[src/rtl/mips_pkg.sv]
`default_nettype none
//============================================================================
// Module   : mips_pkg
// Purpose  : Shared opcode/funct constants, sequencer state encoding and
//            instruction-class helpers for the multi-cycle MIPS controller.
// Ports    : none (package)
// Revision : 1.0 - initial release
//============================================================================
package mips_pkg;

    // Primary opcodes, instr[31:26]
    localparam logic [5:0] OP_RTYPE = 6'b000000;
    localparam logic [5:0] OP_J     = 6'b000010;
    localparam logic [5:0] OP_JAL   = 6'b000011;
    localparam logic [5:0] OP_BEQ   = 6'b000100;
    localparam logic [5:0] OP_BNE   = 6'b000101;
    localparam logic [5:0] OP_LW    = 6'b100011;
    localparam logic [5:0] OP_SW    = 6'b101011;

    // R-type function codes, instr[5:0]
    localparam logic [5:0] FN_JR    = 6'b001000;

    // Sequencer state encoding (visible on the state output)
    localparam logic [2:0] ST_IDLE   = 3'd0;
    localparam logic [2:0] ST_FETCH  = 3'd1;
    localparam logic [2:0] ST_DECODE = 3'd2;
    localparam logic [2:0] ST_EXEC   = 3'd3;
    localparam logic [2:0] ST_MEM    = 3'd4;
    localparam logic [2:0] ST_WB     = 3'd5;
    localparam logic [2:0] ST_ERR    = 3'd6;

    // Control-transfer instructions retire straight out of EXEC.
    function automatic logic is_jump(input logic [5:0] op, input logic [5:0] funct);
        return (op == OP_J)   || (op == OP_JAL) ||
               (op == OP_BEQ) || (op == OP_BNE) ||
               ((op == OP_RTYPE) && (funct == FN_JR));
    endfunction

    // Loads and stores need the shared memory port a second time.
    function automatic logic is_mem_op(input logic [5:0] op);
        return (op == OP_LW) || (op == OP_SW);
    endfunction

endpackage
`default_nettype wire

[src/rtl/mem_wait_timer.sv]
`default_nettype none
//============================================================================
// Module   : mem_wait_timer
// Purpose  : Counts cycles spent waiting for a memory acknowledge and flags
//            when the configured limit has been reached.
// Ports    : clk     in  system clock
//            rst     in  asynchronous active-high reset
//            clear   in  reset the count to zero (wins over count)
//            count   in  advance the count by one
//            expired out count equals MEM_TIMEOUT (never set when
//                        MEM_TIMEOUT is 0)
// Revision : 1.0 - initial release
//============================================================================
module mem_wait_timer #(
    parameter int MEM_TIMEOUT = 16
) (
    input  logic clk,
    input  logic rst,
    input  logic clear,
    input  logic count,
    output logic expired
);

    generate
        if (MEM_TIMEOUT > 0) begin : g_timer
            localparam int                 c_CNT_W = $clog2(MEM_TIMEOUT + 1);
            localparam logic [c_CNT_W-1:0] c_LIMIT = c_CNT_W'(MEM_TIMEOUT);

            logic [c_CNT_W-1:0] r_wait_cnt;

            always_ff @(posedge clk or posedge rst) begin
                if (rst) begin
                    r_wait_cnt <= '0;
                end else if (clear) begin
                    r_wait_cnt <= '0;
                end else if (count && (r_wait_cnt != c_LIMIT)) begin
                    // Saturate at the limit so the counter cannot wrap back
                    // below it if the owner keeps counting.
                    r_wait_cnt <= r_wait_cnt + c_CNT_W'(1);
                end
            end

            assign expired = (r_wait_cnt == c_LIMIT);
        end else begin : g_no_timer
            // Timeout disabled: the inputs are intentionally left unused.
            logic w_unused;
            assign w_unused = &{1'b0, clk, rst, clear, count};
            assign expired  = 1'b0;
        end
    endgenerate

endmodule
`default_nettype wire

[src/rtl/multi_cycle_ctrl.sv]
`default_nettype none
//============================================================================
// Module   : multi_cycle_ctrl
// Purpose  : Multi-cycle sequencer for the MIPS datapath. Steps each
//            instruction through FETCH/DECODE/EXEC/MEM/WB, gates the decode
//            write strobes to the right cycle, drives PC/IR write enables and
//            handshakes with a single shared instruction/data memory port.
// Ports    : clk          in  system clock, rising edge
//            rst          in  asynchronous active-high reset
//            op           in  instr[31:26]
//            funct        in  instr[5:0]
//            regWr_dec    in  RegFile write strobe from decode
//            memWr_dec    in  Mem write strobe from decode
//            mem_ack      in  memory finished the current access
//            mem_req      out memory access request
//            mem_sel      out 0 = instruction fetch, 1 = data access
//            ir_we        out latch fetched instruction
//            pc_we        out PC update, one pulse per retired instruction
//            regWr        out gated RegFile write enable
//            memWr        out gated Mem write enable
//            state        out current sequencer state
//            timeout_err  out memory timeout, held until reset
//            instr_cnt    out retired-instruction count (wraps)
// Revision : 1.0 - initial release
//============================================================================
module multi_cycle_ctrl
    import mips_pkg::*;
#(
    parameter int MEM_TIMEOUT = 16,
    parameter int CNT_W       = 32
) (
    input  logic             clk,
    input  logic             rst,
    input  logic [5:0]       op,
    input  logic [5:0]       funct,
    input  logic             regWr_dec,
    input  logic             memWr_dec,
    input  logic             mem_ack,
    output logic             mem_req,
    output logic             mem_sel,
    output logic             ir_we,
    output logic             pc_we,
    output logic             regWr,
    output logic             memWr,
    output logic [2:0]       state,
    output logic             timeout_err,
    output logic [CNT_W-1:0] instr_cnt
);

    logic [2:0]       r_state;
    logic [2:0]       w_state_nxt;
    logic [CNT_W-1:0] r_instr_cnt;

    logic w_in_access;
    logic w_wait_clear;
    logic w_wait_count;
    logic w_wait_expired;

    // The wait counter only runs while the memory port is owned. Clearing it
    // whenever we are outside FETCH/MEM, or on the ack that ends an access,
    // guarantees it starts from zero on every entry to FETCH or MEM.
    assign w_in_access  = (r_state == ST_FETCH) || (r_state == ST_MEM);
    assign w_wait_clear = !w_in_access || mem_ack;
    assign w_wait_count = w_in_access && !mem_ack;

    mem_wait_timer #(
        .MEM_TIMEOUT (MEM_TIMEOUT)
    ) u_mem_wait_timer (
        .clk     (clk),
        .rst     (rst),
        .clear   (w_wait_clear),
        .count   (w_wait_count),
        .expired (w_wait_expired)
    );

    // Next-state and output decode. Outputs depend on mem_ack in FETCH/MEM so
    // the IR latch and store retirement happen in the ack cycle itself.
    always_comb begin
        w_state_nxt = r_state;
        mem_req     = 1'b0;
        mem_sel     = 1'b0;
        ir_we       = 1'b0;
        pc_we       = 1'b0;
        regWr       = 1'b0;
        memWr       = 1'b0;
        timeout_err = 1'b0;

        case (r_state)
            ST_IDLE: begin
                w_state_nxt = ST_FETCH;
            end

            ST_FETCH: begin
                mem_req = 1'b1;
                if (mem_ack) begin
                    ir_we       = 1'b1;
                    w_state_nxt = ST_DECODE;
                end else if (w_wait_expired) begin
                    // An ack arriving on the limit cycle takes the branch above.
                    w_state_nxt = ST_ERR;
                end
            end

            ST_DECODE: begin
                w_state_nxt = ST_EXEC;
            end

            ST_EXEC: begin
                if (is_jump(op, funct)) begin
                    // jal needs its link write here; other jumps have
                    // regWr_dec low.
                    pc_we       = 1'b1;
                    regWr       = regWr_dec;
                    w_state_nxt = ST_FETCH;
                end else if (is_mem_op(op)) begin
                    w_state_nxt = ST_MEM;
                end else begin
                    w_state_nxt = ST_WB;
                end
            end

            ST_MEM: begin
                mem_req = 1'b1;
                mem_sel = 1'b1;
                memWr   = memWr_dec;
                if (mem_ack) begin
                    if (op == OP_SW) begin
                        pc_we       = 1'b1;
                        w_state_nxt = ST_FETCH;
                    end else begin
                        w_state_nxt = ST_WB;
                    end
                end else if (w_wait_expired) begin
                    w_state_nxt = ST_ERR;
                end
            end

            ST_WB: begin
                regWr       = regWr_dec;
                pc_we       = 1'b1;
                w_state_nxt = ST_FETCH;
            end

            ST_ERR: begin
                timeout_err = 1'b1;
            end

            default: begin
                // Unused encoding: restart the sequence cleanly.
                w_state_nxt = ST_IDLE;
            end
        endcase
    end

    always_ff @(posedge clk or posedge rst) begin
        if (rst) begin
            r_state     <= ST_IDLE;
            r_instr_cnt <= '0;
        end else begin
            r_state <= w_state_nxt;
            // pc_we marks retirement, so it doubles as the count strobe.
            if (pc_we) begin
                r_instr_cnt <= r_instr_cnt + CNT_W'(1);
            end
        end
    end

    assign state     = r_state;
    assign instr_cnt = r_instr_cnt;

endmodule
`default_nettype wire
[config.mk]
export PLATFORM = sky130hd
export DESIGN_NAME = multi_cycle_ctrl
export DESIGN_NICKNAME = d
export VERILOG_FILES = /design/src/rtl/mips_pkg.sv /design/src/rtl/mem_wait_timer.sv /design/src/rtl/multi_cycle_ctrl.sv
export SDC_FILE = /design/constraint.sdc
export NUM_CORES = 1
export LEC_CHECK = 0
export CAP_MARGIN = 20
export CORE_AREA = 3 3 73 75
export CTS_BUF_LIST = sky130_fd_sc_hd__clkbuf_16
export DETAILED_ROUTE_END_ITERATION = 8
export DIE_AREA = 0 0 76 78
export GPL_TIMING_DRIVEN = 1
export PLACE_DENSITY = 0.81
export SLEW_MARGIN = 5
export SYNTH_ARGS = -nofsm -noshare
export SYNTH_HDL_FRONTEND = slang
export SYNTH_SLANG_ARGS = --single-unit
[constraint.sdc]
create_clock -name clk -period 1.9 [get_ports clk]
set_clock_uncertainty 0.05 [all_clocks]
set_input_delay 0.38 -clock clk [delete_from_list [all_inputs] [get_ports clk]]
set_output_delay 0.38 -clock clk [all_outputs]
set_load 0.005 [all_outputs]
### After elaboration in Yosys (flattened, before gate mapping)

Cells that the tools add are included.

| storage, ports and cells | value |
|---|---|
| register bits | 40 |
| logic and storage cells | 58 |

| operators by class | value |
|---|---|
| reduce and logical (&&, ||, !) cells | 17 |
| $add $sub $neg | 2 |
| equal/unequal tests | 15 |
| muxes and demuxes | 21 |

Operators by type and width:

| kind | number |
|---|---|
| 32-bit by 1-bit adder with 32-bit output, second input constant | 1 |
| 3-bit one-hot mux with 6 select lines | 1 |
| 3-bit two-way mux | 5 |
| 6-bit by 2-bit == test with 1-bit output, second input constant | 2 |
| 6-bit by 3-bit == test with 1-bit output, second input constant | 2 |
| 6-bit == test, second input constant | 2 |
| 1-bit two-way mux | 11 |
| 5-bit two-way mux | 2 |
| 3-bit == test, second input constant | 3 |
| 1-bit logical OR | 7 |
| 3-bit by 2-bit == test with 1-bit output, second input constant | 2 |
| 6-bit by 4-bit == test with 1-bit output, second input constant | 1 |
| 6-bit logical NOT | 1 |
| 5-bit by 1-bit adder with 5-bit output, second input constant | 1 |
| 5-bit == test, second input constant | 1 |
| 5-bit inequality test, second input constant | 1 |
| 2-bit OR reduction | 2 |
| 3-bit by 1-bit == test with 1-bit output, second input constant | 1 |
| 1-bit logical AND | 3 |
| 3-bit logical NOT | 1 |
| 1-bit one-hot mux with 3 select lines | 1 |
| 1-bit logical NOT | 2 |
| 1-bit one-hot mux with 2 select lines | 1 |
| 2-bit nonzero test | 1 |

### Logic depth before layout (Yosys ltp)

| depth | value |
|---|---|
| depth in word-level cells | 7 |
| mapped depth | 8 |

### By module

Synthesis repeated with hierarchy kept, for this count alone.

| unflattened totals | value |
|---|---|
| cells, all modules | 192 |
| area, all modules | 2119.5 um^2 |

Modules (own cells, without submodules):

| module | area an instance (um^2) | cells an instance | instances |
|---|---|---|---|
| multi_cycle_ctrl | 1835.5 | 164 | 1 |
| mem_wait_timer | 284.0 | 28 | 1 |

### Worst setup path after synthesis

Ideal clock, no wire load.

| timing | value |
|---|---|
| kind | register to output |
| start | register r_state[1], in the netlist state[1] |
| end | output port pc_we |
| setup slack | -0.116 ns |
| cell stages (with the launch flop) | 7 |
| arrival | 1.586 ns |
| cell sequence | dfrtp_1 > buf_4 > inv_2 > or4_1 > a211o_1 > o22ai_4 > buf_6 |

| on the way | value |
|---|---|
| word-level cells in the longest chain between the ends | 2 |
| elaborated cells between the ends (all ways) | 4 |
| classes of those cells | eq/ne: 3; mux: 1 |

RTL lines:

| what | line | RTL |
|---|---|---|
| from (decl) | multi_cycle_ctrl.sv:50 | `logic [2:0] r_state;` |
| from (signal assigned) | multi_cycle_ctrl.sv:160 | `r_state <= w_state_nxt;` |
| 3-bit == test or 3-bit by 2-bit == test with 1-bit output (tied branches) | multi_cycle_ctrl.sv:88 | `case (r_state)` |
| 1-bit one-hot mux with 3 select lines (*) | multi_cycle_ctrl.sv:88 |  |
| to (decl) | multi_cycle_ctrl.sv:42 | `output logic pc_we,` |

Mark *: on every way between the ends. The rest lies on a longest branch, timed or not.

### Final worst setup path

| timing | value |
|---|---|
| start | input port op[5] |
| end | output port pc_we |

| on the way | value |
|---|---|
| word-level cells in the longest chain between the ends | 7 |
| elaborated cells between the ends (all ways) | 15 |
| classes of those cells | eq/ne: 5; mux: 4; reduce/logical: 6 |

RTL lines:

| what | line | RTL |
|---|---|---|
| from (decl) | multi_cycle_ctrl.sv:34 | `input logic [5:0] op,` |
| 6-bit by 2-bit == test with 1-bit output | mips_pkg.sv:34 | `return (op == OP_J) \|\| (op == OP_JAL) \|\|` |
| 1-bit logical OR (2 in series) | mips_pkg.sv:34 |  |
| 1-bit logical OR (2 in series) | mips_pkg.sv:35 | `(op == OP_BEQ) \|\| (op == OP_BNE) \|\|` |
| 1-bit two-way mux | multi_cycle_ctrl.sv:109 | `if (is_jump(op, funct)) begin` |
| 1-bit one-hot mux with 3 select lines (*) | multi_cycle_ctrl.sv:88 |  |

Marks and branches as above.

==> impl_metrics.py <==
metrics = {
    "worst_setup_path": {
        "cp.arrival_ns": 1.90,
        "rr_endpoint": "instr_cnt[1]$_DFFE_PP0P_",
        "worstSetupStartpoint": "op[5]",
        "reg2reg_depth": 8,
        "cp-start-kind": "input port",
        "ff2ff_setup_slack_ns": -0.35,
        "cp_max_fo": 2,
        "critPathCaptureType": "output pin",
        "r2r_start": "state[1]$_DFFE_PP0N_",
        "critical_path.endpoint": "pc_we",
        "worst-setup-path-type": "in2out",
        "critPathRequiredTime_ns": 1.47,
    },
    "sta": {
        "finalMaxSlewViolations": 0,
        "max_freq_ghz": 0.4289,
        "min_period_over_period_pct": 122.7,
        "finalHoldViolCount": 0,
        "setup_slack_ns": -0.4317,
        "setup_violations": 34,
        "tightest_slew_ns": 0.4907,
        "slew_headroom_pct": 66.99,
        "rsz0062_at_grt": "true",
        "fin_crit_ns": 2.332,
        "timing.hold.ws_ns": 0.4043,
    },
    "yosys": {
        "avgSynthCellArea_um2": 10.36,
        "ys_types": 36,
        "syn-num-nets": 217,
        "ys.flop_type": "dfrtp_1",
        "syn-cell-area_mm2": 0.002041,
        "synth_edf_count": 0,
        "synthArstFlopShare_pct": 100.0,
        "yosysSeqAreaShare_pct": 49.05,
        "syn_inst": 197,
        "ys_seq_elements": 40,
        "synth_warnings": 0,
    },
    "clock_network": {
        "clock_sinks": 40,
        "clkTransAtPathRegs_ns": 0.06,
        "cts-root-buf": "clkbuf_16",
        "cts_buffer_depth": 2,
        "numCtsBuffers": 5,
        "cts_tree": "built",
        "cts-htree-levels": 2,
        "clock_latency_ns": 0.28,
    },
    "cells_and_area": {
        "fillers": 335,
        "diodes": 0,
        "final_cell_mix": "42 x clkdlybuf4s50_1, 39 x dfrtp_1, 27 x xnor2_1, 21 x buf_4, 16 x nor2_1",
        "drive_above_1_share_pct": 25.86,
        "fin_nets": 309,
        "final_util_pct": 71.23,
        "area_growth_pct": 64.87,
        "mostFrequentLayoutCell": "clkdlybuf4s50_1",
    },
    "power": {
        "p_int_uw": 2056,
        "comb_power_share_pct": 38.5,
        "irDropWorstVdd_v": 0.0005772,
        "power_frac_clock_pct": 27.2,
        "p_leak_uw": 0.001568,
        "switching_share_pct": 31.68,
        "p_sw_uw": 953.4,
        "power_density_mw_per_mm2": 894.3,
        "power.share.sequential_pct": 34.3,
    },
    "routing": {
        "wl_per_cell_um": 16.61,
        "drc": 0,
        "vias": 1881,
        "viasPerCell": 5.269,
        "drt_iter0_drc": 115,
        "drtPass1Iterations": 4,
        "totalWireLength_um": 5929,
        "antenna_left": 0,
    },
    "floorplanning": {
        "die_width_um": 76,
        "ios": 59,
        "initial_core_util_pct": 43.21,
        "coreArea_mm2": 0.004723,
        "die_area_mm2": 0.005928,
        "fp.dieH_um": 78,
        "rows": 25,
    },
    "place": {
        "portBuffers": 58,
        "preCtsSetupSlack_ns": -1.033,
        "dp_hpwl_um": 3475,
        "place_congestion": 0.8331,
    },
    "outcome": {
        "status": "finished, violations left",
        "violations": "negative setup slack",
    },
    "grt": {
        "grt_usage_pct": 19.50,
        "antenna_found_initial": 0,
        "grt_max_degree": 41,
        "grt.overflow.total": 0,
        "grt_pass1_vias": 1955,
        "grt_pass1_wl_um": 9266,
    },
    "run": {
        "drv_cap": 0,
    },
    "hold_path": {
        "hold_class": "in2async",
    },
}
==> what timing repair did <==
| action | in CTS | in global routing |
|---|---|---|
| pin swaps | 20 | 17 |
| hold endpoints to repair | 0 | 0 |
| gates cloned | 3 | 0 |
| buffers inserted | 6 | 5 |
| setup endpoints to repair | 39 | 36 |
| hold buffers | 0 | 0 |
| resized for setup | 48 | 28 |
==> cell usage after synthesis, types with 2 or more instances <==
cell type / instances / area [µm²]
and3_1: 9 / 56.30
xnor2_1: 32 / 280.3
nor2_1: 17 / 63.81
nand3_1: 18 / 90.09
nand2_1: 15 / 56.30
and4_1: 3 / 26.28
buf_6: 3 / 33.78
ha_1: 3 / 37.54
a21oi_1: 2 / 10.01
o21ai_0: 3 / 15.01
nand2b_1: 4 / 25.02
o22ai_1: 2 / 12.51
nor3_1: 3 / 15.01
xor2_1: 3 / 26.28
inv_1: 5 / 18.77
dfrtp_1: 40 / 1001
nand4_1: 14 / 87.58
and2_1: 2 / 12.51
nor4_1: 2 / 12.51
==> worst max-delay path: stages <==
cell	delay [ns]
dlygate4sd2_1	0.24
or4_1	0.51
a211o_1	0.28
buf_6	0.13
o22ai_4	0.20
buf_2	0.16
==> cell type report <==
| type | instances | area [µm²] | share of cell area, % |
|---|---|---|---|
| repair buffers | 90 | 915.9 | 27.22 |
| flip-flops and latches | 40 | 1002 | 29.79 |
| inverters | 6 | 25.02 | 0.7438 |
| multi-input cells | 146 | 1199 | 35.63 |
| well taps | 67 | 83.83 | 2.492 |
| clock buffers | 5 | 125.1 | 3.719 |
| clock inverters | 3 | 13.76 | 0.4091 |
==> power groups by stage <==
| stage | clock network (µW) | logic, µW | registers, µW |
|---|---|---|---|
| floorplan | 0 | 410 | 1050 |
| global placement | 0 | 813 | 1040 |
| detailed placement | 0 | 823 | 1050 |
| CTS | 814 | 1130 | 1030 |
| global route | 863 | 1250 | 1040 |
| finish | 818 | 1160 | 1030 |
==> cells by family (layout without fill, tap and decap cells) <==
logic type / count (synthesis) / count (layout) / synth area share, %
xor+xnor: 35 / 35 / 15.02
fa+ha+maj: 3 / 3 / 1.840
buf+inv: 11 / 104 / 3.311
compound gates: 14 / 14 / 5.273
simple gates: 92 / 92 / 24.46
mux: 2 / 2 / 1.042
flops: 40 / 40 / 49.05
==> state kept, by name, indices dropped and copies added, names as in the netlist <==
name,flops
u_mem_wait_timer.g_timer.r_wait_cnt,5
state,3
instr_cnt,32
==> per-stage QoR <==
step	total power [µW]	instances	setup TNS, ns	area (µm²)
after floorplan	1461	197	-2.110	2082
after global placement	1856	338	-25.19	2868
after detailed placement	1870	338	-26.62	2868
after CTS	2973	355	-14.24	3241
after global routing	3151	357	-11.81	3364
final	3009	357	-10.12	3364
==> how the worst min path moves through the flow <==
stage                                          from                        end  depth (start not counted)
after global placement    instr_cnt[31]$_DFFE_PP0P_  instr_cnt[31]$_DFFE_PP0P_                          1
final                                           rst  instr_cnt[25]$_DFFE_PP0P_                          3
after floorplan           instr_cnt[31]$_DFFE_PP0P_  instr_cnt[31]$_DFFE_PP0P_                          1
after CTS                                       rst   instr_cnt[3]$_DFFE_PP0P_                          3
after global routing                            rst  instr_cnt[25]$_DFFE_PP0P_                          3
after detailed placement  instr_cnt[31]$_DFFE_PP0P_  instr_cnt[31]$_DFFE_PP0P_                          1
==> per-layer routing <==
metal	GRT usage, %	part of all wire [%]
met5	0	0
met1	23.04	42
met3	4.524	5.1
met2	35.02	52
met4	6.341	1.3
(Power assumes the default switching activity.)
